## src/rtl/mux5_rr_arbiter.sv

```systemverilog
// mux5_rr_arbiter
//   Shares one DW-wide output channel between five valid/ready requesters.
//   Each cycle one winner is picked (round-robin or fixed priority), its
//   one-hot select drives a five-way AND-OR mux, and the winning word is
//   captured in a single output register stage.
//
// Parameters
//   DW    data width of each requester and of the output
//   MODE  0 = round-robin, 1 = fixed priority (in0 highest, in4 lowest)
//
// Ports
//   clk        clock, all state on the rising edge
//   reset      synchronous, active-high reset
//   in_valid   per-requester valid, bit i = requester i
//   in_data    packed requester data, requester i at [i*DW +: DW]
//   in_ready   per-requester accept (combinational), at most one bit high
//   out_valid  output register holds a transfer
//   out_data   registered winner data
//   out_grant  registered one-hot source of out_data, zero when idle
//   out_ready  sink accepts out_data this cycle
module mux5_rr_arbiter #(
  parameter int DW   = 1,
  parameter int MODE = 0
) (
  input  logic            clk,
  input  logic            reset,
  input  logic [4:0]      in_valid,
  input  logic [5*DW-1:0] in_data,
  output logic [4:0]      in_ready,
  output logic            out_valid,
  output logic [DW-1:0]   out_data,
  output logic [4:0]      out_grant,
  input  logic            out_ready
);

  localparam int N = 5;

  // Round-robin pick: scan (last+1) mod 5 .. last, first valid wins.
  function automatic logic [N-1:0] pick_rr(input logic [N-1:0] req,
                                           input logic [2:0]   last);
    logic [N-1:0] grant;
    logic         found;
    logic [3:0]   sum;
    logic [2:0]   idx;
    grant = '0;
    found = 1'b0;
    for (int k = 1; k <= N; k++) begin
      sum = {1'b0, last} + 4'(k);
      if (sum >= 4'd5) sum = sum - 4'd5;
      idx = sum[2:0];
      if (!found && req[idx]) begin
        grant[idx] = 1'b1;
        found      = 1'b1;
      end
    end
    return grant;
  endfunction

  // Fixed priority pick: lowest valid index wins.
  function automatic logic [N-1:0] pick_fixed(input logic [N-1:0] req);
    logic [N-1:0] grant;
    logic         found;
    grant = '0;
    found = 1'b0;
    for (int i = 0; i < N; i++) begin
      if (!found && req[i]) begin
        grant[i] = 1'b1;
        found    = 1'b1;
      end
    end
    return grant;
  endfunction

  // Index of the set bit of a one-hot vector (0 if none).
  function automatic logic [2:0] onehot_index(input logic [N-1:0] oh);
    logic [2:0] idx;
    idx = '0;
    for (int i = 0; i < N; i++) begin
      if (oh[i]) idx = 3'(i);
    end
    return idx;
  endfunction

  logic [2:0]    last_p1;
  logic          vld_p1;
  logic [DW-1:0] data_p1;
  logic [N-1:0]  grant_p1;

  logic          load_p0;
  logic          any_p0;
  logic [N-1:0]  sel_p0;
  logic [DW-1:0] mux_p0;

  // ---- Stage p0: arbitration and data mux (combinational) ----
  always_comb begin
    load_p0 = ~vld_p1 | out_ready;
    any_p0  = |in_valid;
    if (MODE == 1) sel_p0 = pick_fixed(in_valid);
    else           sel_p0 = pick_rr(in_valid, last_p1);
    // Accepts are suppressed under backpressure and while reset is held,
    // since the register will not capture the word in either case.
    in_ready = reset ? '0 : (sel_p0 & {N{load_p0}});
  end

  always_comb begin
    mux_p0 = '0;
    for (int i = 0; i < N; i++) begin
      mux_p0 = mux_p0 | ({DW{sel_p0[i]}} & in_data[i*DW +: DW]);
    end
  end

  // ---- Stage p1: output register ----
  always_ff @(posedge clk) begin
    if (reset) begin
      vld_p1   <= 1'b0;
      grant_p1 <= '0;
      data_p1  <= '0;
      last_p1  <= 3'd4;
    end else if (load_p0) begin
      if (any_p0) begin
        vld_p1   <= 1'b1;
        grant_p1 <= sel_p0;
        data_p1  <= mux_p0;
        last_p1  <= onehot_index(sel_p0);
      end else begin
        // Idle cycle: data and pointer keep their last values.
        vld_p1   <= 1'b0;
        grant_p1 <= '0;
      end
    end
  end

  assign out_valid = vld_p1;
  assign out_data  = data_p1;
  assign out_grant = grant_p1;

endmodule

```

## config.mk

```make
export PLATFORM = sky130hd
export DESIGN_NAME = mux5_rr_arbiter
export DESIGN_NICKNAME = d
export VERILOG_FILES = /design/src/rtl/mux5_rr_arbiter.sv
export SDC_FILE = /design/constraint.sdc
export NUM_CORES = 1
export LEC_CHECK = 0
export ABC_AREA = 1
export BUFFER_PORTS_ARGS = -buffer_cell sky130_fd_sc_hd__buf_2
export CAP_MARGIN = 30
export CORE_MARGIN = 3
export CORE_UTILIZATION = 39
export DETAILED_ROUTE_END_ITERATION = 10
export MAX_ROUTING_LAYER = met4
export SYNTH_ARGS = -nofsm -noshare
export SYNTH_HDL_FRONTEND = slang
export SYNTH_SLANG_ARGS = --single-unit
```

## constraint.sdc

```tcl
create_clock -name clk -period 3.75 [get_ports clk]
set_input_delay 0.375 -clock clk [delete_from_list [all_inputs] [get_ports clk]]
set_output_delay 0.375 -clock clk [all_outputs]
set_load 0.005 [all_outputs]
```

### Word-level counts from Yosys, hierarchy flattened

Index checks and enable logic that the tools add are counted.

| cells by class | value |
|---|---|
| reduce and logical (&&, ||, !) cells | 15 |
| mux-type cells | 41 |
| shift-type cells | 0 |
| $add $sub $neg | 10 |
| bitwise operators | 16 |
| divide/modulo/power cells | 0 |
| $mul | 0 |
| equal/unequal tests | 0 |
| magnitude comparators | 15 |

Operators with widths:

| operator | count |
|---|---|
| two-way mux 5 bit | 7 |
| two-way mux 3 bit | 8 |
| greater-or-equal comparator 4 x 3 -> 1 bit (second input constant) | 5 |
| less-than comparator 3 x 4 -> 1 bit (second input constant) | 5 |
| OR 5 bit | 4 |
| two-way mux 1 bit | 16 |
| binary-select mux 1 bit (select 3 bit) | 5 |
| demux 1 bit (select 3 bit) | 5 |
| greater-or-equal comparator 3 x 1 -> 1 bit (second input constant) | 5 |
| subtractor 3 bit (second input constant) | 5 |
| logical AND 1 bit | 9 |
| adder 3 x 2 -> 4 bit (second input constant) | 2 |
| adder 3 x 3 -> 4 bit (second input constant) | 2 |
| AND 1 bit | 5 |
| AND 5 bit | 1 |
| OR 1 bit | 5 |
| OR reduction 5 bit | 1 |
| adder 3 x 1 -> 4 bit (second input constant) | 1 |
| logical NOT 1 bit | 4 |
| AND reduction 2 bit | 1 |
| inverter 1 bit | 1 |

| word-level totals | value |
|---|---|
| bits of input ports | 13 |
| output and inout bits | 12 |
| ROM bits | 0 |
| memories kept | 0 |
| bits in registers | 10 |
| RAM bits | 0 |
| word-level logic and storage cells | 101 |
| latch bits | 0 |

### Depth between registers and ports, before layout

Gate-level depths: netlist (run 1).

| depth | value |
|---|---|
| word-level depth | 23 |
| mapped depth | 24 |
| gate-level depth less buffers | 23 |

### Worst setup path after synthesis (run 1)

OpenSTA, ideal clock, no wires.

| path | value |
|---|---|
| path type | reg2out |
| start point | reg last_p1[0] |
| end point | out in_ready[3] |
| data arrival time | 2.597 ns |
| cell stages (with the launch flop) | 22 |
| slack | 0.778 ns |
| required time | 3.375 ns |
| path buffers | 1 |
| cells stage by stage | dfxtp_1 -> buf_4 -> inv_2 -> ha_1 -> inv_1 -> fa_1 -> inv_1 -> nand2_2 -> inv_1 -> nand2_1 -> nand2_1 -> nand2_1 -> nand2_1 -> nand2_1 -> nand2_1 -> nand2_1 -> nand2_1 -> nand3_2 -> or2_0 -> nand4_1 -> nand2_1 -> nor2_1 |

| between the ends | value |
|---|---|
| word-level cells in the longest chain between the ends | 20 |
| elaborated cells on any way between the ends | 78 |
| classes of those cells | 10 x add/sub; 15 x order compare; 35 x mux; 5 x bitwise; 13 x reduce/logical |

RTL lines:

| what | RTL line | source |
|---|---|---|
| from (decl) | 84 | `logic [2:0] last_p1;` |
| from (signal assigned) | 124 | `last_p1 <= onehot_index(sel_p0);` |
| parallel branches: the longest is 17 deep, another holds adder 3 x 1 -> 4 bit | - |  |
| two-way mux 5 bit (*) | 51 | `if (!found && req[idx]) begin` |
| AND 5 bit (*) | 102 | `in_ready = reset ? '0 : (sel_p0 & {N{load_p0}});` |
| two-way mux 5 bit (*) | 102 |  |
| to (decl) | 29 | `output logic [4:0] in_ready,` |

Every way passes the cells marked *. The select of a mux whose other input is x is not followed.

### Final worst setup path (run 1)

| path | value |
|---|---|
| start point | reg last_p1[0] |
| end point | out in_ready[4] |

The elaborated chain is that of the path after synthesis.

==> parameters.txt, run 1 <==
Parameter                              Value

Floorplan
  Horizontal die dimension ... 69.9 um
  Number of standard-cell rows in the floorplan ... 22
  Core region area ... 3800 um2
  Die span in y ... 69.9 um
  Area enclosed by the die boundary ... 4880 um2
  Starting density of the core ... 41.9%
  Top-level I/O count ... 25

Yosys
  Post-synth top area cell ... nand2_1
  Fraction of the yosys area taken by sequential cells ... 12.6%
  Synthesized instance count ... 289
  Synthesized-area fraction occupied by xor and xnor cells ... 1.10%
  Dominant combinational cell family by area after synthesis ... simple AND/OR/NAND/NOR gates
  Number of nets produced by synthesis ... 314
  Yosys top cell area share ... 24.3%
  Post-synth top cells ... 103 x nand2_1, 37 x nand3_1, 27 x nor2_1
  #FFs+latches synth ... 10
  Most common cell in the synthesized netlist ... nand2_1
  Simple-gate portion of the synthesized area ... 56.4%
  Number of unique standard cell types used by synthesis ... 32
  Top_reg_cell synth ... dfxtp_1
  Count of flip-flops with a built-in enable after synthesis ... 0
  Synth Cell Area ... 1590 um2
  Post-synthesis mux area share ... 0%
  Synth Area in Compound Gates ... 11.0%
  Synth Area in Adders ... 9.91%
  Proportion of register bits with asynchronous set or reset after synthesis ... 0%
  Mean post-synth cell area ... 5.51 um2
  Main area contributors after synthesis ... nand2_1 24%, dfxtp_1 13%, nand3_1 12%, ha_1 8.6%, nor2_1 6.4%
  Syn. warnings ... 0

STA
  Worst-case headroom to the max-slew limit ... 75.0%
  Achievable clock frequency ... 0.291 GHz
  Setup TNS ... 0 ns
  Minimum clock period ... 3.43 ns
  Setup skew after layout ... 0.00213 ns
  Final hold violations ... 0
  Number of max-slew violations in the final report ... 0
  Worst slack on hold paths ... 0.455 ns
  Slew at the pin closest to its max-slew limit ... 0.374 ns
  Fraction of the cycle the final worst path needs ... 91.6%
  Count of final setup violators ... 0

Placed design
  Area after DPL ... 1760 um2
  # port buffers ... 24
  Placed cell count ... 359
  Post-DP HPWL ... 3.57 mm
  GPL Wtd Cong ... 0.924

Min path
  Type of the tightest min-delay check ... input port to flop
  Terminating pin of the worst hold path ... out_data
  Hold Crit Start ... in_data[3]
  Number of cells on the worst hold path ... 3

Setup path
  Number of cells on the worst reg-to-reg path ... 21
  CP Data Required Time ... 3.38 ns
  Critical path's top delay family ... simple AND/OR/NAND/NOR gates
  Type of element capturing the critical path ... output port
  Standard cell with the maximum stage delay on the critical path ... fa_1
  Critical-path cell list ... inv_4 -> ha_1 -> inv_1 -> fa_1 -> inv_1 -> nand2_2 -> o21ai_1 -> nand2_1 -> nor2_1 -> nand2_1 -> nand3_1 -> nor2_2 -> o21ai_1 -> nand2_1 -> nand2_1 -> nand2_1 -> nor2_1 -> nand2_1 -> nand2_1 -> nor2_1 -> buf_2
  Worst path bufs/invs ... 4
  Reg2reg start ... last_p1[0]
  Crit Path Category ... flop to output port
  Reg2reg setup slack ... 0.82 ns
  Largest fanout of any net on the critical path ... 11
  Reg-to-reg endpoint ... last_p1[0]
  Delay of the slowest cell on the worst path ... 0.41 ns
  Sort of element at the start of the critical path ... flop
  Signal arrival time at the worst endpoint ... 3.06 ns
  Most used cell, CP ... nand2_1

Power and ir drop
  Power density over cell area ... 951 nW/um2
  Leakage power total ... 0.941 nW
  Design Power ... 1.74 mW
  Peak supply drop ... 0.000521 V

Route
  Iteration count of the initial detailed-routing pass ... 4
  Routed vias ... 1895
  Routed vias/inst ... 5.22
  Drc violations ... 0
  Number of nets with antenna violations after routing ... 0
  Routed wire length ... 4.53 mm
  DRT iter0 DRCs ... 139
  DR WL/cell ... 12.5 um

Final layout
  Ant diodes ... 0
  Area growth from synthesis to final layout ... 15.0%
  Layout cells sized above 1 ... 19.4%
  Non-Filler Instances ... 363
  Count of nets after finishing ... 341
  Post-layout instance area ... 1830 um2

Clock network
  CTS tree ... yes
  Clock latency on the worst-skew pair ... 0.24 ns
  Number of hold buffers added after cts ... 0
  Number of H-tree levels ... 1
  Sinks on Clock Net ... 10
  Post-cts gate resize count ... 0
  Num CTS Buffers ... 3
  Buffer depth of the longest clock path ... 2
  Clock transition at path regs ... 0.05 ns
  Cell at the root of the clock tree ... clkbuf_8
  Post-CTS Setup Inserts ... 0

GRT
  First-pass GRT wire length ... 7.29 mm
  Maximum number of pins on one net before global-route repair ... 16
  Total global routing overflow ... 0
  Number of antenna violations at the first check in global routing ... 0
  Via count of the first global-routing pass ... 1653
  All-layer global routing usage ... 18.1%

Status
  Result of the run ... finished clean

Run
  Number of max-capacitance violations reported ... 0
-- cells in the final DEF, fill, tap and decap left out, drive strengths merged --
master,n
dfxtp,10
o21ai,15
inv,31
nor3,2
fa,1
a21oi,12
xor2,1
ha,11
buf,26
clkbuf,4
o21bai,1
nand3,41
nand3b,1
xnor2,1
a31oi,1
nor2,31
nand4,12
nand2,111
or2,1
o21a,1
o211ai,1
-- final cells by class --
class	count	area [um2]
Fill cell	416	1970
Clock buffer	4	55.1
Tap cell	48	60.1
Inverter	31	119
Multi-Input combinational cell	244	1260
Timing Repair Buffer	26	135
Sequential cell	10	203
-- kinds of logic after synthesis --
| group | count (synthesis) |
|---|---|
| flip-flops | 10 |
| XOR/XNOR | 2 |
| buffers and inverters | 35 |
| AO/OA/AOI/OAI | 31 |
| AND/OR/NAND/NOR | 199 |
| adder cells (fa/ha/maj) | 12 |
-- sequential cells by signal, summed over array words and instances, names as in the netlist --
name and cells:
out_valid 1, out_data 1, out_grant 5, last_p1 3
-- power by group --
part | internal [mW] | switching (mW)
Combinational | 0.461 | 0.962
Sequential | 0.148 | 0.0343
Clock | 0.0923 | 0.0428
-- tightest hold or removal path: cells and delay by family --
kind	cells	cell delay, ns
AOI/OAI and AO/OA	2	0.20
buffers and inverters	1	0.08
-- layer usage --
metal,track usage (%),share of wire [%],up-vias
met5,-,0,-
met4,4.26,1.7,0
met3,1.73,5.0,10
met2,30.6,46,52
met1,23.2,48,839
li1,-,-,994
-- metrics by stage --
| stage | utilization, % | worst slack [ns] |
|---|---|---|
| finish | 48.2 | 0.315 |
| global route | 48.2 | -0.00471 |
| CTS | 47.8 | 0.202 |
| detailed placement | 46.3 | 0.472 |
| global placement | 46.3 | 0.430 |
| floorplan | - | 0.778 |
-- worst max-delay path by stage --
stage | from | endpoint | slack (ns) | cells after the start
final | last_p1[0] | in_ready[4] | 0.32 | 21
after floorplan | last_p1[0] | in_ready[3] | 0.78 | 21
after global placement | last_p1[1] | in_ready[3] | 0.43 | 15
after global routing | last_p1[0] | in_ready[4] | -0.005 | 22
after detailed placement | last_p1[1] | in_ready[3] | 0.47 | 15
after CTS | last_p1[1] | in_ready[3] | 0.20 | 15
Note: power is estimated with default switching activity, not from simulation.
==> run 2: changes to the inputs <==
clock period = 3.5 ns   (was 3.75 ns; I/O delays follow)
==> parameters.txt, run 2 (synthesis results as in run 1) <==
Parameter                              Value

Floorplan
  Starting density of the core ... 41.9% (unchanged)
  Horizontal die dimension ... 69.9 um (unchanged)
  Core region area ... 3800 um2 (unchanged)
  Die span in y ... 69.9 um (unchanged)
  Area enclosed by the die boundary ... 4880 um2 (unchanged)
  Top-level I/O count ... 25 (unchanged)
  Number of standard-cell rows in the floorplan ... 22 (unchanged)

Setup path
  Signal arrival time at the worst endpoint ... 2.84 ns (-0.22 ns)
  Critical path's top delay family ... simple AND/OR/NAND/NOR gates
  Critical-path cell list ... inv_1 -> ha_1 -> ha_1 -> nand2_1 -> o21ai_0 -> nand3_1 -> o21ai_1 -> inv_1 -> nand3_2 -> inv_1 -> nand3_1 -> nand4_1 -> nand2_1 -> nor2_1 -> buf_2
  Most used cell, CP ... inv_1
  Sort of element at the start of the critical path ... flop
  Largest fanout of any net on the critical path ... 8 (-3)
  Reg2reg start ... last_p1[1]
  Standard cell with the maximum stage delay on the critical path ... ha_1
  Reg2reg setup slack ... 0.66 ns (-0.16 ns)
  Type of element capturing the critical path ... output port
  CP Data Required Time ... 3.15 ns (-0.23 ns)
  Worst path bufs/invs ... 4 (unchanged)
  Delay of the slowest cell on the worst path ... 0.40 ns (about the same)
  Number of cells on the worst reg-to-reg path ... 15 (-29%)
  Reg-to-reg endpoint ... out_data
  Crit Path Category ... flop to output port

STA
  Setup slack of the critical path after layout ... 0.307 ns (-0.00796 ns)
  Minimum clock period ... 3.19 ns
  Slew at the pin closest to its max-slew limit ... 0.372 ns (-0.00170 ns)
  Number of max-slew violations in the final report ... 0 (unchanged)
  Final hold violations ... 0 (unchanged)
  Worst-case headroom to the max-slew limit ... 75.1% (+0.11 points)
  Fraction of the cycle the final worst path needs ... 91.2%
  Count of final setup violators ... 0 (unchanged)
  Unrepaired setup endpoints after global routing ... true
  Achievable clock frequency ... 0.313 GHz
  Setup skew after layout ... 0.000119 ns (-0.00201 ns)

Final layout
  Flip-flop count of the largest register, all copies and words added ... 5 (unchanged)
  Leading cell type in the layout, fill and taps excluded ... nand2_1
  Most used cells in the layout excluding fill and tap cells ... 100 x nand2_1, 36 x nand3_1, 26 x nor2_1
  Total area of sequential cells ... 201 um2 (-0.62%)
  Final-layout fill cell count ... 432 (+3.8%)
  Ant diodes ... 0 (unchanged)
  Layout cells sized above 1 ... 21.9% (+2.6 points)
  Post-layout instance area ... 1880 um2 (+2.9%)
  Final Core Density ... 49.6% (+1.4 points)
  Area of combinational cells with multiple inputs ... 1290 um2 (+2.2%)
  Count of nets after finishing ... 345 (+1.2%)
  Area growth from synthesis to final layout ... 18.4%
  Non-Filler Instances ... 367 (+1.1%)

Placed design
  Worst slack, placed ... 0.361 ns (-0.111 ns)
  GPL Wtd Cong ... 0.892 (-3.5%)
  # port buffers ... 24 (unchanged)
  Area after DPL ... 1790 um2 (+1.7%)
  Post-DP HPWL ... 3.74 mm (+5.0%)
  Placed cell count ... 363 (+1.1%)

Route
  Iteration count of the initial detailed-routing pass ... 4 (unchanged)
  Drc violations ... 0 (unchanged)
  Routed wire length ... 4.61 mm (+1.8%)
  DR WL/cell ... 12.6 um (+0.68%)
  Number of nets with antenna violations after routing ... 0 (unchanged)
  Routed vias ... 1945 (+2.6%)
  DRT iter0 DRCs ... 208 (+50%)
  Routed vias/inst ... 5.30 (+1.5%)

Clock network
  Clock latency on the worst-skew pair ... 0.23 ns (about the same)
  Num CTS Buffers ... 3 (unchanged)
  Post-CTS Setup Inserts ... 0 (unchanged)
  Sinks on Clock Net ... 10 (unchanged)
  Clock transition at path regs ... 0.05 ns (about the same)
  Buffer depth of the longest clock path ... 2 (unchanged)
  Post-cts gate resize count ... 0 (unchanged)
  Number of hold buffers added after cts ... 0 (unchanged)
  Cell at the root of the clock tree ... clkbuf_8
  Number of H-tree levels ... 1 (unchanged)
  CTS tree ... yes

Min path
  Number of cells on the worst hold path ... 3 (unchanged)
  Type of the tightest min-delay check ... input port to flop
  Hold Crit Start ... in_data[3]
  Terminating pin of the worst hold path ... out_data

GRT
  First-pass GRT wire length ... 7.77 mm (+6.6%)
  Total global routing overflow ... 0 (unchanged)
  Via count of the first global-routing pass ... 1742 (+5.4%)
  All-layer global routing usage ... 19.3% (+1.2 points)
  Number of antenna violations at the first check in global routing ... 0 (unchanged)
  Maximum number of pins on one net before global-route repair ... 16 (unchanged)

Status
  Result of the run ... finished clean

Power and ir drop
  Proportion of power drawn by flip-flops and latches ... 9.3% (-1.2 points)
  Power density over cell area ... 1010 nW/um2 (+6.6%)
  Net switching power ... 1.12 mW (+7.6%)
  Switching power share of the total ... 58.6% (-1.1 points)
  Combinational share of power ... 83.2% (+1.4 points)
  Leakage power total ... 0.966 nW (+2.6%)
  Peak supply drop ... 0.000397 V (-24%)
  Cell-internal power ... 0.791 mW (+13%)
  Clock network fraction of design power ... 7.4% (-0.4 points)
  Design Power ... 1.91 mW (+9.7%)

Run
  Number of max-capacitance violations reported ... 0 (unchanged)
## run 2: cell types whose count changed in the layout (fill, tap and decap cells not counted), sizes merged
| cell | delta |
|---|---|
| buf | +4 |
## run 2: worst reg2reg max path: cells and delay by family (launching register included)
kind,cells,cell delay [ns]
compound gates,4,0.62
flops,1,0.36
simple gates,5,0.58
fa+ha+maj,2,0.63
buf+inv,4,0.53
## run 2: per-layer routing
metal | routed length, um | GRT usage (%) | part of all wire [%]
met1 | 2120 | 24.6 | 46
met2 | 2140 | 32.3 | 46
met3 | 252 | 1.73 | 5.5
met4 | 102 | 5.96 | 2.2
met5 | 0 | - | 0
## run 2: metrics by stage
step,hold slack (ns),TNS [ns]
CTS,0.419,0
global placement,0.451,0
detailed placement,0.455,0
finish,0.417,0
global route,0.439,-0.0209
floorplan,0.419,0
## run 2: power by group through the flow
stage               Clock (mW)  Combinational [mW]  Sequential (mW)
floorplan                    0                1.14            0.193
global placement             0                1.53            0.179
detailed placement           0                1.53            0.180
CTS                      0.144                1.54            0.178
global route             0.148                1.80            0.184
finish                   0.142                1.59            0.178
## run 2: layout make-up
| class | count | share of cell area [%] |
|---|---|---|
| Sequential cell | 10 | 10.7 |
| Clock buffer | 4 | 2.92 |
| Timing Repair Buffer | 30 | 8.76 |
| Inverter | 31 | 6.18 |
| Tap cell | 48 | 3.19 |
| Multi-Input combinational cell | 244 | 68.3 |
## run 2: worst max-delay path by stage
| stage | from | endpoint | slack, ns | depth (start not counted) |
|---|---|---|---|---|
| 6_report | last_p1[1] | in_ready[3] | 0.31 | 15 |
| 5_1_grt | last_p1[0] | in_ready[1] | -0.02 | 19 |
| 4_1_cts | last_p1[1] | in_ready[2] | 0.1 | 21 |
| 3_5_place_dp | last_p1[1] | in_ready[2] | 0.36 | 21 |
| 3_3_place_gp | last_p1[1] | in_ready[2] | 0.39 | 21 |
| 2_1_floorplan | last_p1[0] | in_ready[3] | 0.55 | 21 |
